**config.mk**
```make
export PLATFORM = sky130hd
export DESIGN_NAME = uart_rx
export DESIGN_NICKNAME = d
export VERILOG_FILES = /design/src/rtl/uart_pkg.sv /design/src/rtl/sync2.sv /design/src/rtl/uart_rx.sv
export SDC_FILE = /design/constraint.sdc
export NUM_CORES = 1
export LEC_CHECK = 0
export CAP_MARGIN = 10
export CORE_UTILIZATION = 49
export CTS_CLUSTER_SIZE = 30
export DETAILED_ROUTE_END_ITERATION = 8
export PLACE_DENSITY_LB_ADDON = 0.15
export REMOVE_ABC_BUFFERS = 1
export SYNTH_ARGS = -nofsm -noshare
export SYNTH_HDL_FRONTEND = slang
export SYNTH_HIERARCHICAL = 1
export SYNTH_SLANG_ARGS = --single-unit
```
**constraint.sdc**
```tcl
create_clock -name clk -period 3.1 [get_ports clk]
set_input_delay 0.62 -clock clk [delete_from_list [all_inputs] [get_ports clk]]
set_output_delay 0.62 -clock clk [all_outputs]
set_load 0.01 [all_outputs]
```
**src/rtl/uart_pkg.sv**
```systemverilog
// Shared UART definitions: receiver state encoding, default frame
// geometry (also used by uart_tx) and a small majority-vote helper.
package uart_pkg;

   // Default ticks per bit and data bits per frame for the UART pair.
   localparam int DEF_OVERSAMPLE = 16;
   localparam int DEF_DATA_BITS  = 8;

   // Receiver state encoding.
   typedef enum logic [2:0] {
      IDLE  = 3'd0,
      START = 3'd1,
      DATA  = 3'd2,
      STOP  = 3'd3,
      BRK   = 3'd4
   } rx_state_e;

   // 2-of-3 majority, used to reject single-sample noise on a bit.
   function automatic logic maj3(input logic a, input logic b, input logic c);
      return (a & b) | (a & c) | (b & c);
   endfunction

endpackage : uart_pkg

```
**src/rtl/sync2.sv**
```systemverilog
// Two-flop synchronizer for asynchronous pin inputs. Both flops reset to
// RESET_VAL so an idle-high line does not look like activity after reset.
module sync2 #(
   parameter logic RESET_VAL = 1'b1
) (
   input  logic clk,
   input  logic rst,
   input  logic d_i,
   output logic q_o
);

   logic meta_q;
   logic sync_q;

   // Shift the raw pin through two flops to settle metastability.
   always_ff @(posedge clk or posedge rst) begin
      if (rst) begin
         meta_q <= RESET_VAL;
         sync_q <= RESET_VAL;
      end else begin
         // NOTE: non-blocking assignments so sync_q takes the old meta_q;
         // blocking here would collapse the chain into a single flop.
         meta_q <= d_i;
         sync_q <= meta_q;
      end
   end

   assign q_o = sync_q;

endmodule : sync2

```
**src/rtl/uart_rx.sv**
```systemverilog
// Oversampling 8N1 UART receiver. The serial pin is synchronized, each bit
// is decided by a 3-sample majority vote around the bit centre, and each
// completed byte is offered on a valid/ready handshake. Frame state only
// advances on the OVERSAMPLE x baud tick enable; the handshake runs every
// clock. OVERSAMPLE must be even and >= 6; DATA_BITS must be 5..8.
module uart_rx
   import uart_pkg::*;
#(
   parameter int OVERSAMPLE = DEF_OVERSAMPLE,
   parameter int DATA_BITS  = DEF_DATA_BITS
) (
   input  logic                 clk,
   input  logic                 rst,
   input  logic                 tick,
   input  logic                 serrx,
   output logic [DATA_BITS-1:0] dout,
   output logic                 valid,
   input  logic                 ready,
   output logic                 frame_err,
   output logic                 overrun,
   output logic                 busy
);

   // Sample-counter geometry: votes at H-1, H, H+1, decision at H+1.
   localparam int H    = OVERSAMPLE / 2;
   localparam int SC_W = $clog2(OVERSAMPLE);
   localparam int BC_W = $clog2(DATA_BITS);

   localparam logic [SC_W-1:0] SC_LAST = SC_W'(OVERSAMPLE - 1);
   localparam logic [SC_W-1:0] SC_V0   = SC_W'(H - 1);
   localparam logic [SC_W-1:0] SC_V1   = SC_W'(H);
   localparam logic [SC_W-1:0] SC_DEC  = SC_W'(H + 1);
   localparam logic [BC_W-1:0] BC_LAST = BC_W'(DATA_BITS - 1);

   // Synchronized serial line.
   logic rxs;

   // Frame state and its next-state values.
   rx_state_e            state_q, state_d;
   logic [SC_W-1:0]      sc_q, sc_d;
   logic [BC_W-1:0]      bc_q, bc_d;
   logic [DATA_BITS-1:0] shreg_q, shreg_d;
   logic                 vs0_q, vs0_d;
   logic                 vs1_q, vs1_d;

   // Output-side registers.
   logic [DATA_BITS-1:0] dout_q;
   logic                 valid_q;
   logic                 frame_err_q;
   logic                 overrun_q;

   // Per-cycle events from the frame FSM.
   logic vote;
   logic complete;
   logic stop_err;

   sync2 #(
      .RESET_VAL (1'b1)
   ) u_sync (
      .clk (clk),
      .rst (rst),
      .d_i (serrx),
      .q_o (rxs)
   );

   // The third vote sample is the live line at the decision tick.
   assign vote = maj3(vs0_q, vs1_q, rxs);

   // Frame state register: start/data/stop tracking and vote samples.
   always_ff @(posedge clk or posedge rst) begin
      if (rst) begin
         state_q <= IDLE;
         sc_q    <= '0;
         bc_q    <= '0;
         // NOTE: the shift register is cleared on reset as well, so dout can
         // never be loaded from an uninitialised value after a reset.
         shreg_q <= '0;
         vs0_q   <= 1'b1;
         vs1_q   <= 1'b1;
      end else begin
         state_q <= state_d;
         sc_q    <= sc_d;
         bc_q    <= bc_d;
         shreg_q <= shreg_d;
         vs0_q   <= vs0_d;
         vs1_q   <= vs1_d;
      end
   end

   // Next-state logic: everything holds unless this cycle carries a tick.
   always_comb begin
      // NOTE: every variable gets its hold value first, so no branch can
      // leave one unassigned and infer a latch.
      state_d  = state_q;
      sc_d     = sc_q;
      bc_d     = bc_q;
      shreg_d  = shreg_q;
      vs0_d    = vs0_q;
      vs1_d    = vs1_q;
      complete = 1'b0;
      stop_err = 1'b0;

      if (tick) begin
         // Inside a frame the sample counter free-runs and captures votes.
         if (state_q inside {START, DATA, STOP}) begin
            if (sc_q == SC_V0) vs0_d = rxs;
            if (sc_q == SC_V1) vs1_d = rxs;
            sc_d = (sc_q == SC_LAST) ? '0 : sc_q + 1'b1;
         end

         case (state_q)
            IDLE: begin
               if (!rxs) begin
                  state_d = START;
                  sc_d    = '0;
               end
            end

            START: begin
               if (sc_q == SC_DEC && vote) begin
                  // Line was high at the bit centre: a glitch, not a start.
                  state_d = IDLE;
                  sc_d    = '0;
               end else if (sc_q == SC_LAST) begin
                  state_d = DATA;
                  bc_d    = '0;
               end
            end

            DATA: begin
               if (sc_q == SC_DEC) begin
                  shreg_d = {vote, shreg_q[DATA_BITS-1:1]};
               end
               if (sc_q == SC_LAST) begin
                  if (bc_q == BC_LAST) begin
                     state_d = STOP;
                  end else begin
                     bc_d = bc_q + 1'b1;
                  end
               end
            end

            STOP: begin
               // Finish at the stop-bit centre so the next start edge is
               // never missed, even when the sender runs slightly fast.
               if (sc_q == SC_DEC) begin
                  sc_d = '0;
                  if (vote) begin
                     state_d  = IDLE;
                     complete = 1'b1;
                  end else begin
                     state_d  = BRK;
                     stop_err = 1'b1;
                  end
               end
            end

            BRK: begin
               // Wait out a held-low line so a break reports only once.
               if (rxs) begin
                  state_d = IDLE;
               end
            end

            default: begin
               state_d = IDLE;
               sc_d    = '0;
            end
         endcase
      end
   end

   // Output handshake: load on completion, clear on consume, flag overrun.
   always_ff @(posedge clk or posedge rst) begin
      if (rst) begin
         dout_q      <= '0;
         valid_q     <= 1'b0;
         frame_err_q <= 1'b0;
         overrun_q   <= 1'b0;
      end else begin
         frame_err_q <= stop_err;
         overrun_q   <= complete && valid_q && !ready;
         if (complete) begin
            // A new byte replaces whatever is held; a simultaneous accept
            // simply consumes the old byte, so valid stays high.
            dout_q  <= shreg_q;
            valid_q <= 1'b1;
         end else if (valid_q && ready) begin
            valid_q <= 1'b0;
         end
      end
   end

   assign dout      = dout_q;
   assign valid     = valid_q;
   assign frame_err = frame_err_q;
   assign overrun   = overrun_q;
   assign busy      = (state_q != IDLE);

endmodule : uart_rx

```
==> results of run 1 <==
-- final cells by class --
| class | instances | area (um2) | share of cell area |
|---|---|---|---|
| well taps | 44 | 55.1 | 0.0292 |
| clock inverters | 1 | 30.0 | 0.0159 |
| repair buffers | 17 | 168 | 0.0890 |
| inverters | 8 | 30.0 | 0.0159 |
| flip-flops and latches | 33 | 831 | 0.441 |
| clock buffers | 7 | 55.1 | 0.0292 |
| multi-input cells | 89 | 714 | 0.379 |
-- cell usage after synthesis --
master / number
dfrtp_1: 29
mux2_2: 19
nand2_1: 11
inv_1: 8
nor2_1: 7
ha_1: 5
o21ai_0: 5
a21o_1: 4
dfstp_2: 4
nand2b_1: 4
buf_2: 3
or3_1: 3
a22o_1: 2
a32o_1: 2
buf_6: 2
nand4_1: 2
nand4b_1: 2
nor2b_1: 2
nor3_1: 2
o22ai_1: 2
a2111oi_4: 1
a21oi_1: 1
a22oi_1: 1
a31oi_1: 1
and3b_1: 1
maj3_1: 1
nand3_1: 1
nand3_2: 1
nand4_2: 1
nor3b_1: 1
nor4_1: 1
o221ai_1: 1
o221ai_2: 1
o31ai_2: 1
o32a_2: 1
or2_2: 1
xnor2_1: 1
-- registers in the layout (all words and copies together) (netlist names), 3 cells and up --
register,flops
dout,8
shreg_q,8
sc_q,4
bc_q,3
state_q,3
-- worst max-delay path by stage --
stage | startpoint | end | slack [ps] | depth (start not counted)
3_3_place_gp | tick | shreg_q[3] | 840 | 4
5_1_grt | state_q[0] | busy | 570 | 2
6_report | state_q[0] | busy | 660 | 2
4_1_cts | state_q[0] | busy | 640 | 2
2_1_floorplan | bc_q[0] | state_q[0] | 1390 | 6
3_5_place_dp | tick | shreg_q[2] | 790 | 4
-- through the flow --
step / cell area [um2] / worst slack (ps) / instances / hold slack (ps) / utilization
after detailed placement: 1800 / 787 / 191 / 348 / 0.584
final: 1880 / 659 / 199 / 362 / 0.612
after global routing: 1880 / 572 / 199 / 373 / 0.612
after floorplan: 1580 / 1390 / 130 / 345 / -
after CTS: 1880 / 639 / 199 / 364 / 0.612
after global placement: 1800 / 844 / 191 / 349 / 0.584
-- cells by family (layout without fill, tap and decap cells) --
kind of cell | after synthesis | count (layout) | synth area share
xor+xnor | 1 | 1 | 0.00543
compound gates | 23 | 23 | 0.123
mux | 19 | 19 | 0.133
flops | 33 | 33 | 0.515
simple gates | 40 | 40 | 0.137
fa+ha+maj | 6 | 6 | 0.0450
buf+inv | 13 | 33 | 0.0419
-- per-layer routing --
layer,GRT usage,vias up
met5,0,-
met4,0.0680,0
met3,0.0590,3
met2,0.270,32
met1,0.271,554
li1,-,522
-- cells in the final DEF, fill, tap and decap left out, types with 2 or more instances in the layout --
| cell type | n |
|---|---|
| dfstp_2 | 4 |
| o22ai_1 | 2 |
| nor2_1 | 7 |
| nand4_1 | 2 |
| mux2_2 | 19 |
| ha_1 | 5 |
| dfrtp_1 | 29 |
| nor2b_1 | 2 |
| a22o_1 | 2 |
| nand2b_1 | 4 |
| or3_1 | 3 |
| clkdlybuf4s50_1 | 16 |
| nand4b_1 | 2 |
| inv_1 | 8 |
| a21o_1 | 4 |
| nor3_1 | 2 |
| clkbuf_4 | 5 |
| a32o_1 | 2 |
| o21ai_0 | 5 |
| nand2_1 | 11 |
-- where the power goes --
part	internal, uW	switching, uW	total [uW]
logic	149	157	306
clock network	193	141	334
registers	491	86.3	578
total	833	384	1220
-- worst register-to-register path: cells and delay by family, from the launching register on --
kind,cells,cell delay [ps]
AND/OR/NAND/NOR,2,820
flip-flops,1,440
AO/OA/AOI/OAI,2,340
adder cells (fa/ha/maj),1,130
buffers and inverters,1,100
==> summary.md, run 1 <==
| Metric | Value |
|---|---|
| Outcome | `completed` |
| Final Setup Violations | `0` |
| DP HPWL | `about 2100 um` |
| Clk sinks | `33` |
| I/O pins | `17` |
| Critical path capture point type | `primary output` |
| MaxCap Viol Count | `0` |
| Tot Pwr | `1220 uW` |
| Vias in the first global route | `about 1000` |
| Initial DRC Count | `35` |
| Met1 wire length | `1360 um` |
| RSZ-0062 raised after global routing | `false` |
| Max IR drop VDD | `0.482 mV` |
| Cts bufs inserted | `5` |
| Final min period | `roughly 2400 ps` |
| Top post-synthesis cells by area | `dfrtp_1 (45%), mux2_2 (13%), dfstp_2 (6.5%), ha_1 (3.9%), nand2_1 (2.6%)` |
| Count of different cell masters after synthesis | `37` |
| Worst-skew pair later-pin latency | `330 ps` |
| Vias/cell | `5.58` |
| Crit share post-route | `0.787` |
| Initial antenna violation count | `0` |
| Layout area overhead | `16.8%` |
| CTS root buf | `clkbuf_4` |
| Hold EP | `u_sync/q_o` |
| Fillers | `258` |
| Post-CTS Setup Repair Bufs | `0` |
| Worst r2r dst | `state_q[2]` |
| GP Congestion | `1.00` |
| R2R depth | `6` |
| Grt total ovfl | `0` |
| Hold buffers post-CTS | `0` |
| Hold_sp | `u_sync/meta_q` |
| Worst Max-Slew Pin Slew | `522 ps` |
| Slew margin rel. | `0.652` |
| Longest Clk Path Bufs | `2` |
| Synthesis Warnings | `6` |
| Cells after Synth | `approximately 140` |
| Critical R2R Launch | `sc_q[1]` |
| Number of detailed-route iterations in the first pass | `4` |
| Core area | `between 3000 and 4000 um2` |
| Port Buffers | `16` |
| Overall Global Routing Usage | `0.190` |
| Via Count | `between 1000 and 1500` |
| Pwr dens | `646 nW/um2` |
| Worst Path Arrival | `1820 ps` |
| Delay-heaviest family, CP | `flip-flops` |
| Worst-path fanout max | `16` |
| Met3 WL | `117 um` |
| Max Clock Skew | `~11 ps` |
| Final hold violations | `0` |
| CP max stage delay | `580 ps` |
| Final net count | `about 160` |
| First-pass GRT wire length | `4830 um` |
| Residual DRC | `0` |
| Setup TNS | `0 ps` |
| Hold depth | `0` |
| Mapped Area | `1610 um2` |
| Reg2reg setup slack | `1210 ps` |
| Die Span Y | `59.4 um` |
| Slew Viols, Final | `0` |
| Startpoint types | `flop` |
| Drt total wl | `2870 um` |
| CTS tree | `built` |
| Area of the die | `between 3000 and 4000 um2` |
| Share of layout cells above drive strength 1 | `0.245` |
| Diodes inserted | `0` |
| CP max-delay cell | `dfrtp_1` |
| Starting Density | `0.524` |
| Top Metal Used | `met4` |
| Achievable Freq | `about 0.41 GHz` |
| Largest net degree at the start of global routing | `32` |
| P_leak | `0.000898 uW` |
| Register area share after synthesis | `0.515` |
| Post-synth top area cell | `dfrtp_1` |
| Post-CTS sizing | `0` |
| Required @ worst endpoint | `2480 ps` |
| Cell Rows | `20` |
| Post-synth top area share | `0.450` |
| Clk slew on worst S/H paths | `100 ps` |
| DR WL met2 | `1360 um` |
| FF+latch count, synth | `33` |
| Syn avg cell area | `11.9 um2` |
| CP Class | `reg -> out` |
| Hold WC Path Type | `reg -> reg` |
| Number of buffers and inverters on the critical path | `1` |
| H-tree Lvls | `2` |
| Cell Chain, Critical Path | `or3_1, clkdlybuf4s50_1` |
| Die X-Extent | `59.4 um` |
| Routed WL per cell | `14.4 um` |
| Routed Antenna Nets | `0` |
Power figures use the tool's default switching activity.
==> run 2, diff against run 1 <==
- clock period: 3.1 -> 2.2 ns (I/O delays scaled with it)
==> run 2 against run 1 <==
Compared with the run above:
- global-route usage up 0.58 points
- largest power group unchanged
- clock power down 2%
- largest cell class unchanged
- critical endpoint unchanged
- critical path depth unchanged
- worst hold slack better by 4.5 ps
- die area unchanged
- cell count up 2.0%
- critical path type unchanged
==> summary.md, run 2 (synthesis results as in run 1) <==
| Metric | Value |
|---|---|
| Outcome | `completed (unchanged)` |
| I/O pins | `17 (unchanged)` |
| R2R depth | `6 (unchanged)` |
| Drt total wl | `2960 um (was 2870 um)` |
| Longest Clk Path Bufs | `2 (unchanged)` |
| Share of layout cells above drive strength 1 | `0.270 (was 0.245)` |
| RSZ-0062 raised after global routing | `false (unchanged)` |
| Post-CTS sizing | `0 (unchanged)` |
| Initial antenna violation count | `0 (unchanged)` |
| Slew Viols, Final | `0 (unchanged)` |
| CP Class | `reg -> out (unchanged)` |
| Overall Global Routing Usage | `0.195 (was 0.190)` |
| Diodes inserted | `0 (unchanged)` |
| Hold buffers post-CTS | `0 (unchanged)` |
| Final instance area | `1880 um2 (unchanged)` |
| Worst-skew pair later-pin latency | `340 ps (was 330 ps)` |
| Cell Rows | `20 (unchanged)` |
| Slew margin rel. | `0.658 (was 0.652)` |
| CTS root buf | `clkbuf_4 (unchanged)` |
| Vias/cell | `5.41 (was 5.58)` |
| Final hold violations | `0 (unchanged)` |
| Layout area overhead | `16.8% (unchanged)` |
| Area of the die | `3520 um2 (unchanged)` |
| Pwr dens | `845 nW/um2 (was 646 nW/um2)` |
| Setup TNS | `0 ps (unchanged)` |
| Die Span Y | `59.4 um (unchanged)` |
| Clk sinks | `33 (unchanged)` |
| Post-CTS Setup Repair Bufs | `0 (unchanged)` |
| Grt total ovfl | `0 (unchanged)` |
| Routed WL per cell | `14.6 um (was 14.4 um)` |
| First-pass GRT wire length | `4970 um (was 4830 um)` |
| GRT busiest layer | `met2 (was met1)` |
| GR Util met2 | `0.307 (was 0.270)` |
| Achievable Freq | `0.500 GHz` |
| Area after DPL | `1830 um2 (was 1800 um2)` |
| Met1 usage | `0.255 (was 0.271)` |
| Final Setup Violations | `0 (unchanged)` |
| Commonest non-fill, non-tap cell in the layout | `dfrtp_1 (unchanged)` |
| Core area | `3080 um2 (unchanged)` |
| Worst-path fanout max | `2 (was 16)` |
| Routed Antenna Nets | `0 (unchanged)` |
| Cts bufs inserted | `5 (unchanged)` |
| MaxCap Viol Count | `0 (unchanged)` |
| Hold WC Path Type | `reg -> reg (unchanged)` |
| Required @ worst endpoint | `1760 ps (was 2480 ps)` |
| Final net count | `168 (was 164)` |
| DP HPWL | `2120 um (was 2050 um)` |
| Port Buffers | `16 (unchanged)` |
| Final min period | `2000 ps` |
| Vias in the first global route | `1103 (was 1014)` |
| Residual DRC | `0 (unchanged)` |
| Met3 usage | `0.0524 (was 0.0590)` |
| Clk slew on worst S/H paths | `100 ps (about the same)` |
| Startpoint types | `flop (unchanged)` |
| Crit share post-route | `0.909` |
| Worst Max-Slew Pin Slew | `508 ps (was 522 ps)` |
| Starting Density | `0.524 (unchanged)` |
| GP Congestion | `0.852 (was 1.00)` |
| Critical path capture point type | `primary output (unchanged)` |
| Hold depth | `0 (unchanged)` |
| Most frequent cells in the layout | `dfrtp_1 (29), mux2_2 (19), clkdlybuf4s50_1 (16), nand2_1 (11), inv_1 (8) (unchanged)` |
| Max Clock Skew | `13.9 ps (was 11.1 ps)` |
| Via Count | `1098 (was 1111)` |
| Worst Path Arrival | `1560 ps (was 1820 ps)` |
| CTS tree | `built (unchanged)` |
| Max IR drop VDD | `0.594 mV (was 0.482 mV)` |
| Initial DRC Count | `25 (was 35)` |
| Die X-Extent | `59.4 um (unchanged)` |
| Number of detailed-route iterations in the first pass | `4 (unchanged)` |
| H-tree Lvls | `2 (unchanged)` |
| Largest net degree at the start of global routing | `32 (unchanged)` |
| P_leak | `0.000903 uW (was 0.000898 uW)` |
[run 2: cell count changes in the layout (fill, tap and decap cells not counted)]
| cell | previous run | this run |
|---|---|---|
| clkinvlp_4 | 0 | 1 |
| clkbuf_8 | 1 | 0 |
| clkinv_2 | 0 | 2 |
| clkbuf_1 | 1 | 0 |
| buf_4 | 1 | 5 |
| bufinv_16 | 1 | 0 |
[run 2: worst paths after layout]
path                                 end  slack (ps)     startpoint
min in group asynchronous  u_sync/meta_q         460            rst
hold / removal                u_sync/q_o         370  u_sync/meta_q
max in group asynchronous          vs0_q        1380            rst
hold reg to reg               u_sync/q_o         370  u_sync/meta_q
setup / recovery                    busy         200     state_q[1]
setup reg to reg              state_q[0]         320        sc_q[1]
[run 2: where the power goes]
group	internal [uW]	switching, uW	total [uW]	leakage (uW)
Clock	120	208	328	0.0000310
Sequential	693	76.5	770	0.000432
Combinational	226	267	493	0.000440
[run 2: critical path: stages, from the launching register on]
cell,delay [ps]
dfrtp_1,380
or3_1,360
clkdlybuf4s50_1,490
[run 2: metrics by stage]
| stage | hold slack [ps] | utilization | setup slack, ps | cells | power [uW] |
|---|---|---|---|---|---|
| 2_1_floorplan | 345 | - | 494 | 130 | 1120 |
| 4_1_cts | 369 | 0.612 | 169 | 203 | 1600 |
| 3_3_place_gp | 349 | 0.594 | 202 | 195 | 1230 |
| 6_report | 367 | 0.612 | 201 | 203 | 1590 |
| 5_1_grt | 370 | 0.612 | 114 | 203 | 1700 |
| 3_5_place_dp | 355 | 0.594 | 159 | 195 | 1270 |
[run 2: layout make-up]
cell class	count	area, um2
clock buffers	5	37.5
clock inverters	3	17.5
fillers	254	1190
inverters	8	30.0
multi-input cells	89	714
flip-flops and latches	33	831
well taps	44	55.1
repair buffers	21	198
[run 2: per-layer routing]
metal	up-vias	wire (um)
li1	528	-
met4	0	31
met2	23	1440
met1	543	1400
met5	-	0
met3	4	92
